File: src/rtl/data_mem_ctrl.sv
// Load/store controller between the ALU and the data-memory bus: lane steering,
// load extension, alignment checking, request/grant sequencing and bus timeout.
module data_mem_ctrl #(
  parameter int DATA_WIDTH = 32,
  parameter int TIMEOUT    = 16
) (
  input  logic                  CLK,
  input  logic                  RST_n,
  input  logic [DATA_WIDTH-1:0] ALUResult,
  input  logic [DATA_WIDTH-1:0] WriteData,
  input  logic                  MemRead,
  input  logic                  MemWrite,
  input  logic [2:0]            Funct3,
  output logic [DATA_WIDTH-1:0] ReadData,
  output logic                  Stall,
  output logic                  MisalignErr,
  output logic                  BusErr,
  output logic                  mem_req,
  output logic                  mem_we,
  output logic [DATA_WIDTH-1:0] mem_addr,
  output logic [3:0]            mem_be,
  output logic [DATA_WIDTH-1:0] mem_wdata,
  input  logic                  mem_gnt,
  input  logic                  mem_rvalid,
  input  logic [DATA_WIDTH-1:0] mem_rdata
);

  localparam int CW = (TIMEOUT > 2) ? $clog2(TIMEOUT) : 1;
  localparam logic [CW-1:0] CNT_MAX = CW'(TIMEOUT - 1);

  typedef enum logic [1:0] {IDLE, REQ, WAIT_R, DONE} state_e;

  state_e          state_q, state_d;
  logic [CW-1:0]   cnt_q, cnt_d;
  logic            armed_q, armed_d;
  logic            req_q, req_d;
  logic            we_q, we_d;
  logic [31:0]     addr_q, addr_d;
  logic [3:0]      be_q, be_d;
  logic [31:0]     wdata_q, wdata_d;
  logic [2:0]      f3_q, f3_d;
  logic [1:0]      off_q, off_d;
  logic [31:0]     read_data_q, read_data_d;
  logic            misalign_q, misalign_d;
  logic            bus_err_q, bus_err_d;

  logic            access, legal, start, misalign_evt;
  logic [3:0]      be_new;
  logic [31:0]     wdata_new, shifted, load_data;

  assign access = MemRead | MemWrite;

  always_comb begin
    unique case (Funct3)
      3'b000, 3'b100: legal = 1'b1;
      3'b001, 3'b101: legal = ~ALUResult[0];
      3'b010:         legal = (ALUResult[1:0] == 2'b00);
      default:        legal = 1'b0;
    endcase
  end

  // Gating with RST_n keeps Stall at its reset value while reset is held,
  // even if the core is still presenting an access.
  assign start        = RST_n & (state_q == IDLE) & access & legal & armed_q;
  assign misalign_evt = (state_q == IDLE) & access & ~legal & armed_q;
  assign Stall        = start | (state_q == REQ) | (state_q == WAIT_R);

  always_comb begin
    unique case (Funct3[1:0])
      2'b00: begin
        be_new    = 4'b0001 << ALUResult[1:0];
        wdata_new = {4{WriteData[7:0]}};
      end
      2'b01: begin
        be_new    = 4'b0011 << ALUResult[1:0];
        wdata_new = {2{WriteData[15:0]}};
      end
      default: begin
        be_new    = 4'b1111;
        wdata_new = WriteData;
      end
    endcase
  end

  assign shifted = mem_rdata >> {off_q, 3'b000};

  always_comb begin
    unique case (f3_q)
      3'b000:  load_data = {{24{shifted[7]}}, shifted[7:0]};
      3'b001:  load_data = {{16{shifted[15]}}, shifted[15:0]};
      3'b100:  load_data = {24'h0, shifted[7:0]};
      3'b101:  load_data = {16'h0, shifted[15:0]};
      default: load_data = mem_rdata;
    endcase
  end

  always_comb begin
    // NOTE: every signal gets a default first so no path leaves one unassigned,
    // which would otherwise infer a latch.
    state_d     = state_q;
    cnt_d       = '0;
    req_d       = req_q;
    we_d        = we_q;
    addr_d      = addr_q;
    be_d        = be_q;
    wdata_d     = wdata_q;
    f3_d        = f3_q;
    off_d       = off_q;
    read_data_d = read_data_q;
    bus_err_d   = 1'b0;
    misalign_d  = misalign_evt;
    armed_d     = access ? (armed_q & ~misalign_evt) : 1'b1;

    unique case (state_q)
      IDLE: if (start) begin
        state_d = REQ;
        req_d   = 1'b1;
        we_d    = MemWrite;
        addr_d  = {ALUResult[31:2], 2'b00};
        be_d    = be_new;
        wdata_d = wdata_new;
        f3_d    = Funct3;
        off_d   = ALUResult[1:0];
      end
      REQ: begin
        cnt_d = cnt_q + 1'b1;
        if (mem_gnt) begin
          req_d   = 1'b0;
          state_d = we_q ? DONE : WAIT_R;
        end else if (cnt_q == CNT_MAX) begin
          req_d       = 1'b0;
          state_d     = DONE;
          bus_err_d   = 1'b1;
          read_data_d = '0;
        end
      end
      WAIT_R: begin
        cnt_d = cnt_q + 1'b1;
        if (mem_rvalid) begin
          read_data_d = load_data;
          state_d     = DONE;
        end else if (cnt_q == CNT_MAX) begin
          state_d     = DONE;
          bus_err_d   = 1'b1;
          read_data_d = '0;
        end
      end
      default: state_d = IDLE;
    endcase
  end

  // NOTE: state is updated with non-blocking assignments so every flop samples
  // the pre-edge values regardless of block ordering.
  always_ff @(posedge CLK or negedge RST_n) begin
    if (!RST_n) begin
      state_q     <= IDLE;
      cnt_q       <= '0;
      armed_q     <= 1'b1;
      req_q       <= 1'b0;
      we_q        <= 1'b0;
      addr_q      <= '0;
      be_q        <= '0;
      wdata_q     <= '0;
      f3_q        <= '0;
      off_q       <= '0;
      read_data_q <= '0;
      misalign_q  <= 1'b0;
      bus_err_q   <= 1'b0;
    end else begin
      state_q     <= state_d;
      cnt_q       <= cnt_d;
      armed_q     <= armed_d;
      req_q       <= req_d;
      we_q        <= we_d;
      addr_q      <= addr_d;
      be_q        <= be_d;
      wdata_q     <= wdata_d;
      f3_q        <= f3_d;
      off_q       <= off_d;
      read_data_q <= read_data_d;
      misalign_q  <= misalign_d;
      bus_err_q   <= bus_err_d;
    end
  end

  assign ReadData    = read_data_q;
  assign MisalignErr = misalign_q;
  assign BusErr      = bus_err_q;
  assign mem_req     = req_q;
  assign mem_we      = we_q;
  assign mem_addr    = addr_q;
  assign mem_be      = be_q;
  assign mem_wdata   = wdata_q;

endmodule

File: config.mk
export PLATFORM = sky130hd
export DESIGN_NAME = data_mem_ctrl
export DESIGN_NICKNAME = d
export VERILOG_FILES = /design/src/rtl/data_mem_ctrl.sv
export SDC_FILE = /design/constraint.sdc
export NUM_CORES = 1
export LEC_CHECK = 0
export CAP_MARGIN = 20
export CORE_ASPECT_RATIO = 1.4
export CORE_MARGIN = 1.5
export CORE_UTILIZATION = 45
export CTS_CLUSTER_SIZE = 8
export DETAILED_ROUTE_END_ITERATION = 12
export GPL_ROUTABILITY_DRIVEN = 1
export HOLD_SLACK_MARGIN = 0.06
export PLACE_DENSITY = 0.92
export SYNTH_ARGS = -nofsm -noshare
export SYNTH_HDL_FRONTEND = slang
export SYNTH_SLANG_ARGS = --single-unit
File: constraint.sdc
create_clock -name CLK -period 2.4 [get_ports CLK]
set_clock_uncertainty 0.2 [all_clocks]
set_input_delay 0.48 -clock CLK [delete_from_list [all_inputs] [get_ports CLK]]
set_output_delay 0.48 -clock CLK [all_outputs]
set_load 0.02 [all_outputs]
* Word-level counts from Yosys, hierarchy flattened *
Index checks and enable logic that the tools add are counted.

storage, ports and cells
  output and inout port bits = 105
  bits in registers = 114
  input bits = 105
  logic and storage cells = 82

operators by class
  muxes and demuxes = 24
  reduce and logical (&&, ||, !) cells = 13
  $add $sub $neg = 1
  shifts and indexed selects = 3
  bitwise gates (word level) = 14
  equal/unequal tests = 14

operators with widths
  cell                 count
  $pmux 32 s2          2
  $pmux 32 s4          1
  $mux 32              3
  $shr 32x5->16        1
  $eq 3x3->1 const B   4
  $and 1x1->1          8
  $mux 1               8
  $mux 2               4
  $pmux 4 s2           1
  $eq 3x1->1 const B   2
  $logic_not 2->1      3
  $logic_not 3->1      2
  $pmux 2 s3           1
  $reduce_or 2->1      3
  $add 4x1->4 const B  1
  $eq 2x1->1 const B   2
  $eq 4x4->1 const B   1
  $mux 4               1
  $ne 2x2->1 const B   2
  $pmux 1 s2           2
  $reduce_and 2->1     2
  $reduce_bool 2->1    2
  $shl 1x2->4 const A  1
  $shl 2x2->4 const A  1
  7 further kinds      11

* Logic depth before layout (Yosys ltp) *
Gate-level depths: netlist (run 1).

  word-level depth = 9
  depth in mapped cells = 8
  mapped depth without buffers = 6

* Worst setup path after synthesis (run 1) *
OpenSTA, ideal clock, no wires.

  path type = reg-to-output
  from = reg state_q[0]
  to = out Stall
  cell stages (with the launch flop) = 8
  path slack = 0.234 ns
  path buffers = 2
  arrival = 1.486 ns
  cell sequence = dfrtp_1 > inv_1 > ha_1 > o2111a_1 > o21ai_1 > buf_6 > buf_2 > nand2_1

on the way
  longest elaborated chain between the ends = 7

RTL lines
  item                       line  source
  from (decl)                33    state_e state_q, state_d;
  from (signal assigned)     170   state_q <= state_d;
  $logic_not 2->1            64    assign start = RST_n & (state_q == IDLE) & access & legal & armed_q;
  $and 1x1->1 (4 in series)  64
  $or 1x1->1                 66    assign Stall = start | (state_q == REQ) | (state_q == WAIT_R);
  $or 1x1->1 (*)             66
  to (decl)                  15    output logic Stall,

Mark *: on every way between the ends. The rest lies on a longest branch, timed or not.

* Worst setup path in the final report (run 1) *
  from = in MemWrite
  to = reg wdata_q[3], in the netlist mem_wdata[3]

on the way
  longest elaborated chain between the ends = 5

RTL lines
  item                        line  source
  from (decl)                 12    input logic MemWrite,
  $or 1x1->1                  51    assign access = MemRead | MemWrite;
  $and 1x1->1 (3 in series)   64
  $reduce_and 2->1 (no line)  -
  to (signal assigned)        177   wdata_q <= wdata_d;
  to (decl)                   40    logic [31:0] wdata_q, wdata_d;

No other way between the ends.
A chain may end at the register's enable or synchronous reset.

==> impl_metrics.toml, run 1 <==
[finish]
multi_input_area_sq_um = 2480
final_nets = 824
finalNonFillerCells = 873
drive_gt1_share_pct = 16.4
ff_latch_area_sq_um = 2850
n_fill_cell = 844
layout_commonest_cell = "clkdlybuf4s50_1"
final_core_utilization_pct = 70.5
diodes = 0
layout_common_cells = "203 x clkdlybuf4s50_1, 113 x dfrtp_1, 70 x o21ai_0"
area_growth_pct = 52.1

[critical_path]
arrival_ps = 2410
crit_type = "input pin to register"
crit_required_ps = 2490
worstRegToRegCells = 7
reg2reg_from = "state_q[1]$_DFFE_PN0P_"
cp_max_fo = 91
critical-path-slowest-cell = "clkdlybuf4s50_1"
r2r_end = "mem_wdata[3]$_DFFE_PN0P_"
critical_path.max_stage_delay_ps = 460
start_kind = "input pin"
rrSetupSlack_ps = 160
worst_setup_path_end_kind = "register"
worstPathCellList = "clkdlybuf4s50_1, o2111a_2, o21ai_4, buf_4, buf_12, mux2_2"

[yosys]
synth-seq-cells = 114
synth_ff_type = "dfrtp_1"
synth_area_sq_um = 5540
syn_avg_cell_area_sq_um = 11.2
yosysSeqAreaShare_pct = 51.5
yosys-top-cells-area = "dfrtp_1 51%, mux2_4 8.4%, mux2i_1 6.3%"
synthCells = 493
synth_cell_types = 51
yosys.area.top_type = "dfrtp_1"
synth_edf_count = 0
synthArstFlopShare_pct = 100
synth_top_area_share_pct = 51.1
yosysWarningCount = 0

[routing]
wl_per_cell_um = 19.7
ant_nets = 0
vias = 4962
drt_iter0_drc = 297
wl_met1_um = 5880
dr_wl_met3_um = 1390
vias_per_cell = 5.68
first_pass_iters = 6
wl_um = 17200
wl_met2_um = 9310
drcViolationCount = 0
maxUsedRoutingLayer = "met4"

[placement]
port_buffers = 207
dp_hpwl_um = 12500
placed_cells = 841
gp_congestion = 0.966
place_ws_ps = -554

[timing]
worst_slew_pin_slew_ps = 967
finalCritPeriodShare_pct = 97.0
rsz0062_at_grt = "false"
drv_slew = 0
whs_ps = 130
relSlewSlack_pct = 35.5
worst_slack_ps = 72.2
fmax_ghz = 0.430
hold_viol = 0
period_minus_slack_ps = 2330
finalSetupViolations = 0

[grt]
grt_pass1_vias = 5239
grt_start_max_net_pins = 92
grt_pass1_wl_um = 27100
grt-ovfl-total = 0
antenna_found_initial = 0
track_usage_pct = 26.6

[die]
die_y_um = 134
die-area_sq_um = 13000
std_cell_rows = 47
core_area_sq_um = 11900
die_x_um = 96.7
ioPinCount = 210
start_util_pct = 46.4

[cts]
clockRootBuffer = "clkbuf_16"
clkSinkCount = 114
tritoncts = "yes"
cts-buffers-inserted = 17
clockBufferDepth = 2
htreeDepth = 4
clkLatencyLatePin_ps = 400
clk_pin_slew_ps = 50
cts_hold_buf = 0

[run]
cap_violations = 0

[outcome]
status = "finished, final reports clean"

[pwr]
ir_drop_mv = 0.703
power_leakage_uw = 0.00374
p_total_uw = 11200
power_density_nw_per_um2 = 1320

[min_path]
hold_class = "input pin to async pin"
-- synthesized netlist by cell type, drive strengths merged, types with 4 or more instances --
library cell and number:
a32oi 16, ha 6, mux2i 35, dfrtp 113
clkbuf 17, buf 19, o2bb2ai 6, nand2b 6
nand3 19, inv 6, a21oi 28, and2 4
nand2 37, nor2 21, o21ai 79, mux2 46
nor2b 5
-- cells by family (layout without fill, tap and decap cells) --
group,after synthesis,after routing,share of synthesized area (%)
other,1,2,0.0677
buffers and inverters,42,274,4.29
flip-flops,114,114,51.5
adder cells (fa/ha/maj),6,6,1.36
AND/OR/NAND/NOR,105,105,9.20
XOR/XNOR,2,2,0.316
AO/OA/AOI/OAI,142,142,15.4
multiplexers,81,81,17.8
-- through the flow --
stage	instance area [sq um]	setup TNS, ps
after global routing	8420	0
final	8420	0
after CTS	8410	0
after floorplan	5540	0
after detailed placement	7850	-21760
after global placement	7850	-16850
-- critical path, delay by kind of cell --
family / cells / cell delay, ps
mux: 1 / 400
compound gates: 2 / 410
buf+inv: 3 / 1020
-- power by group --
part           internal [uW]  total [uW]  switching [uW]
Combinational           2690        5380            2680
Sequential              2810        3410             601
Clock                   1450        2360             914
Total                   6950       11200            4200
-- flip-flops by register name, indices dropped and copies added (netlist names) --
| register | cells |
|---|---|
| BusErr | 1 |
| armed_q | 1 |
| ReadData | 32 |
| state_q | 2 |
| mem_we | 1 |
| mem_addr | 30 |
| off_q | 2 |
| cnt_q | 4 |
| MisalignErr | 1 |
| f3_q | 3 |
| mem_be | 4 |
| mem_req | 1 |
| mem_wdata | 32 |
-- how the worst max path moves through the flow --
stage / from / end / slack, ps / cells past startpoint
after global placement: Funct3[0] / Stall / -540 / 5
after CTS: state_q[0]$_DFFE_PN0P_ / ReadData[19]$_DFFE_PN0P_ / 20 / 6
final: MemWrite / mem_wdata[3]$_DFFE_PN0P_ / 70 / 6
after detailed placement: Funct3[0] / Stall / -550 / 5
after global routing: state_q[1]$_DFFE_PN0P_ / Stall / 0.7 / 6
after floorplan: state_q[0]$_DFFE_PN0P_ / Stall / 230 / 7
-- what timing repair did --
action,CTS,global route
setup buffers,0,0
gates resized for setup,10,2
pin swaps,0,0
hold endpoints to repair,0,0
setup endpoints to repair,9,17
-- cell type report --
cell class,count,share of cell area (%)
clock buffers,20,5.30
repair buffers,236,27.5
multi-input cells,338,29.5
inverters,6,0.267
clock inverters,12,1.32
well taps,147,2.18
flip-flops and latches,114,33.9
-- routing by layer --
layer,vias up,GRT usage (%)
met5,-,0
met4,0,12.6
met3,54,8.03
met2,276,49.0
met1,2420,27.4
li1,2212,-
No activity file was read; power rests on OpenSTA's default activity.
==> inputs of run 2 (changes only) <==
--- a/config.mk
+++ b/config.mk
@@ -6,14 +6,16 @@
 export NUM_CORES = 1
 export LEC_CHECK = 0
 export CAP_MARGIN = 20
+export CELL_PAD_IN_SITES_DETAIL_PLACEMENT = 1
+export CELL_PAD_IN_SITES_GLOBAL_PLACEMENT = 2
 export CORE_ASPECT_RATIO = 1.4
 export CORE_MARGIN = 1.5
-export CORE_UTILIZATION = 45
+export CORE_UTILIZATION = 27
 export CTS_CLUSTER_SIZE = 8
 export DETAILED_ROUTE_END_ITERATION = 12
 export GPL_ROUTABILITY_DRIVEN = 1
 export HOLD_SLACK_MARGIN = 0.06
-export PLACE_DENSITY = 0.92
+export PLACE_DENSITY = 0.9
 export SYNTH_ARGS = -nofsm -noshare
 export SYNTH_HDL_FRONTEND = slang
 export SYNTH_SLANG_ARGS = --single-unit
==> run 2 against run 1 <==
Worst setup slack improved by 0.57 ps. Power grew 4.2%. Via count down 3.6%. Combinational power increased by 3%. Utilization decreased by 27 points. Fmax is essentially flat. Critical path depth unchanged. Non-clock buffer count grew 18. Routed wire length rose by 11%. Sequential share of layout area fell by 1.4 points. Flip-flop and latch count unchanged. Register-to-register slack improved by 100 ps.
==> impl_metrics.toml, run 2 (same netlist as run 1, synthesis figures left out) <==
[timing]
relSlewSlack_pct = 43.0
setup_tns_ps = 0
hold_viol = 0
drv_slew = 0
worst_slack_ps = 72.8
finalCritPeriodShare_pct = 97.0
rsz0062_at_grt = "false"
finalSetupViolations = 0
period_minus_slack_ps = 2330
fmax_ghz = 0.430
worst_slew_pin_slew_ps = 855

[critical_path]
r2r_end = "ReadData[20]$_DFFE_PN0P_"
arrival_ps = 1650
crit_required_ps = 1720
worst_setup_path_end_kind = "output pin"
start_kind = "input pin"
crit_type = "input pin to output pin"
reg2reg_from = "state_q[0]$_DFFE_PN0P_"
cp_max_fo = 3
worstRegToRegCells = 6
rrSetupSlack_ps = 260

[grt]
grt_pass1_wl_um = 29200
track_usage_pct = 18.2
antenna_found_initial = 0
grt_start_max_net_pins = 64
grt-ovfl-total = 0
grt_pass1_vias = 5213

[cts]
clockRootBuffer = "clkbuf_16"
clockBufferDepth = 2
tritoncts = "yes"
htreeDepth = 4
clkLatencyLatePin_ps = 410
cts-buffers-inserted = 17
clk_pin_slew_ps = 50
clkSinkCount = 114

[routing]
drcViolationCount = 0
drt_iter0_drc = 231
vias_per_cell = 4.81
vias = 4783
first_pass_iters = 4
ant_nets = 0
wl_um = 19000
wl_per_cell_um = 19.1

[finish]
final_nets = 842
drive_gt1_share_pct = 18.6
final_core_utilization_pct = 44.0
diodes = 0
area_growth_pct = 58.8
layout_commonest_cell = "clkdlybuf4s50_1"
layout_common_cells = "204 x clkdlybuf4s50_1, 112 x dfrtp_1, 70 x o21ai_0"

[placement]
dp_hpwl_um = 14200
place_ws_ps = -152
port_buffers = 207
gp_congestion = 0.814

[die]
die_y_um = 172
die_x_um = 124
start_util_pct = 27.7
core_area_sq_um = 20000
ioPinCount = 210
die-area_sq_um = 21400
std_cell_rows = 61

[min_path]
min_to = "cnt_q[0]$_DFF_PN0_"
hold_start = "cnt_q[0]$_DFF_PN0_"
hold_depth = 1
hold_class = "register to register"

[outcome]
status = "finished, final reports clean"

[pwr]
ir_drop_mv = 0.526
power_density_nw_per_um2 = 1320
power_leakage_uw = 0.00388
p_total_uw = 11600

[run]
cap_violations = 0
==> run 2: layer usage <==
| metal | global-route usage [%] | vias up | part of all wire, % |
|---|---|---|---|
| li1 | - | 2241 | - |
| met1 | 20.4 | 2356 | 39 |
| met2 | 32.4 | 164 | 52 |
| met3 | 6.07 | 22 | 7.2 |
| met4 | 5.43 | 0 | 1.7 |
| met5 | 0 | - | 0 |
==> run 2: through the flow <==
step                instances  instance area (sq um)  hold slack (ps)
floorplan                 494                   5540            -15.6
global placement          958                   8090              253
detailed placement        958                   8090              253
CTS                       992                   8750              260
global route              995                   8790              287
finish                    995                   8790              256
==> run 2: worst max-delay path: stages <==
cell and delay, ps:
dlygate4sd3_1 530, buf_4 130, o2111a_2 250, o21ai_4 80, nand2_2 70, buf_6 120
==> run 2: area by class of cell <==
type / count / area (sq um)
Inverter: 6 / 22.5
Timing Repair Buffer: 254 / 2490
Tap cell: 252 / 315
Multi-Input combinational cell: 338 / 2470
Clock inverter: 9 / 154
Sequential cell: 114 / 2860
Fill cell: 2172 / 11200
Clock buffer: 22 / 474
==> run 2: how the worst max path moves through the flow <==
| stage | startpoint | end | slack, ps |
|---|---|---|---|
| after global placement | mem_gnt | ReadData[26]$_DFFE_PN0P_ | -70 |
| after detailed placement | mem_gnt | ReadData[28]$_DFFE_PN0P_ | -150 |
| after CTS | RST_n | Stall | 20 |
| final | RST_n | Stall | 70 |
| after floorplan | state_q[0]$_DFFE_PN0P_ | Stall | 230 |
| after global routing | state_q[1]$_DFFE_PN0P_ | Stall | 1 |
==> run 2: repair_timing <==
item / 4_1_cts / 5_1_grt
hold buffers: 1 / 0
endpoints found under the hold margin: 17 / 0
setup endpoints to repair: 1 / 1
resized for setup: 5 / 4
setup buffers: 2 / 2
pin swaps: 0 / 2
cloned: 0 / 0
==> run 2: report_power, final <==
group	switching, uW	internal (uW)	total [uW]
Combinational	2730	2790	5520
Sequential	572	2810	3380
Clock	908	1810	2720
==> inputs of run 3 (changes only) <==
==> constraint.sdc (replaced) <==
create_clock -name CLK -period 2.6 [get_ports CLK]
set_clock_uncertainty 0.2 [all_clocks]
set_input_delay 0.52 -clock CLK [delete_from_list [all_inputs] [get_ports CLK]]
set_output_delay 0.52 -clock CLK [all_outputs]
set_load 0.02 [all_outputs]
==> run 3 against run 2 <==
Routed wire length down 0.49%. Sequential power decreased by 7.7%. Via count decreased by 0.69%. Critical path depth unchanged. Clock power shrank 2%. Flip-flop and latch count is the same. Register-to-register slack improved by 180 ps. Die area stayed put. Hold slack gained 22 ps. Critical path type is now register to output pin.
==> impl_metrics.toml, run 3 (same netlist as run 1, synthesis figures left out) <==
[run]
cap_violations = 0

[finish]
area_growth_pct = 57.6
layout_common_cells = "205 x clkdlybuf4s50_1, 112 x dfrtp_1, 70 x o21ai_0"
drive_gt1_share_pct = 16.8
fin_area_sq_um = 8730
layout_commonest_cell = "clkdlybuf4s50_1"
diodes = 0
final_nets = 828

[die]
ioPinCount = 210
die_x_um = 124
std_cell_rows = 61
die_y_um = 172
die-area_sq_um = 21400
start_util_pct = 27.7
core_area_sq_um = 20000

[timing]
hold_viol = 0
drv_slew = 0
finalSetupViolations = 0
worst_slew_pin_slew_ps = 647
whs_ps = 278
fmax_ghz = 0.403
rsz0062_at_grt = "false"
finalCritPeriodShare_pct = 95.3
period_minus_slack_ps = 2480
relSlewSlack_pct = 56.8
worst_slack_ps = 121

[pwr]
netSwitchingFraction_pct = 35.8
power_leakage_uw = 0.00383
p_int_uw = 6910
ir_drop_mv = 0.470
pwr-share-seq_pct = 29.0
pwr-share-comb_pct = 46.3
pwr-share-clk_pct = 24.7
switchingPower_uw = 3850
p_total_uw = 10800
power_density_nw_per_um2 = 1230

[grt]
grt_pass1_vias = 5180
grt_pass1_wl_um = 29200
track_usage_pct = 18.2
antenna_found_initial = 1
grt_start_max_net_pins = 115
grt-ovfl-total = 0

[critical_path]
cp_max_fo = 6
crit_required_ps = 1880
worst_setup_path_end_kind = "output pin"
crit_type = "register to output pin"
arrival_ps = 1760
start_kind = "register"
rrSetupSlack_ps = 440

[min_path]
hold_class = "register to register"

[routing]
first_pass_iters = 4
vias = 4750
wl_um = 19000
drcViolationCount = 0
vias_per_cell = 4.84
ant_nets = 0
drt_iter0_drc = 213
wl_per_cell_um = 19.3

[placement]
dp_hpwl_um = 14200
gp_congestion = 0.794
dpl-instance-area_sq_um = 8030
port_buffers = 207
place_ws_ps = -17.5

[outcome]
status = "finished, final reports clean"

[cts]
clockRootBuffer = "clkbuf_16"
htreeDepth = 4
clkSinkCount = 114
clkLatencyLatePin_ps = 410
clockBufferDepth = 2
cts-buffers-inserted = 17
cts_setup_buffers = 0
clk_pin_slew_ps = 50
tritoncts = "yes"
-- run 3: cell type report --
class	instances	area, sq um
Clock buffer	24	502
Clock inverter	8	171
Fill cell	2165	11300
Inverter	6	22.5
Multi-Input combinational cell	338	2460
Sequential cell	114	2860
Tap cell	252	315
Timing Repair Buffer	240	2400
-- run 3: what timing repair did --
item,CTS,global route
gates cloned,0,0
endpoints found under the setup margin,1,1
hold endpoints to repair,6,0
gates resized for setup,2,2
hold buffers,1,0
-- run 3: per-layer routing --
| layer | global-route usage (%) | routed length (um) | up-vias |
|---|---|---|---|
| li1 | - | - | 2217 |
| met1 | 19.7 | 7190 | 2334 |
| met2 | 33.2 | 10100 | 171 |
| met3 | 5.80 | 1220 | 26 |
| met4 | 6.37 | 384 | 2 |
| met5 | 0 | 11 | - |
-- run 3: power by group through the flow --
stage	sequential (uW)	combinational [uW]	clock (uW)
finish	3120	4980	2660
detailed placement	3150	5010	0
CTS	3130	5050	2720
global route	3240	5360	2790
floorplan	3940	1760	0
global placement	3100	4920	0
-- run 3: worst paths after layout --
check	from	end	cells past startpoint
max	state_q[1]$_DFFE_PN0P_	Stall	6
min in group asynchronous	RST_n	ReadData[8]$_DFFE_PN0P_	3
min reg2reg	mem_wdata[12]$_DFFE_PN0P_	mem_wdata[12]$_DFFE_PN0P_	2
max reg2reg	state_q[1]$_DFFE_PN0P_	state_q[0]$_DFFE_PN0P_	7
max in group asynchronous	RST_n	mem_wdata[26]$_DFFE_PN0P_	3
min	mem_wdata[12]$_DFFE_PN0P_	mem_wdata[12]$_DFFE_PN0P_	2
-- run 3: per-stage QoR --
stage	setup TNS (ps)	instances	utilization [%]
after floorplan	0	494	-
after global placement	0	948	40.1
after detailed placement	-47.3	948	40.1
after CTS	0	981	43.6
after global routing	0	982	43.6
final	0	982	43.6
-- run 3: worst max-delay path, stage by stage (launching register included) --
cell and delay [ps]:
dfrtp_1 440, inv_1 110, ha_2 230, o2111a_2 260, o21ai_4 90, nand2_1 70, buf_4 150
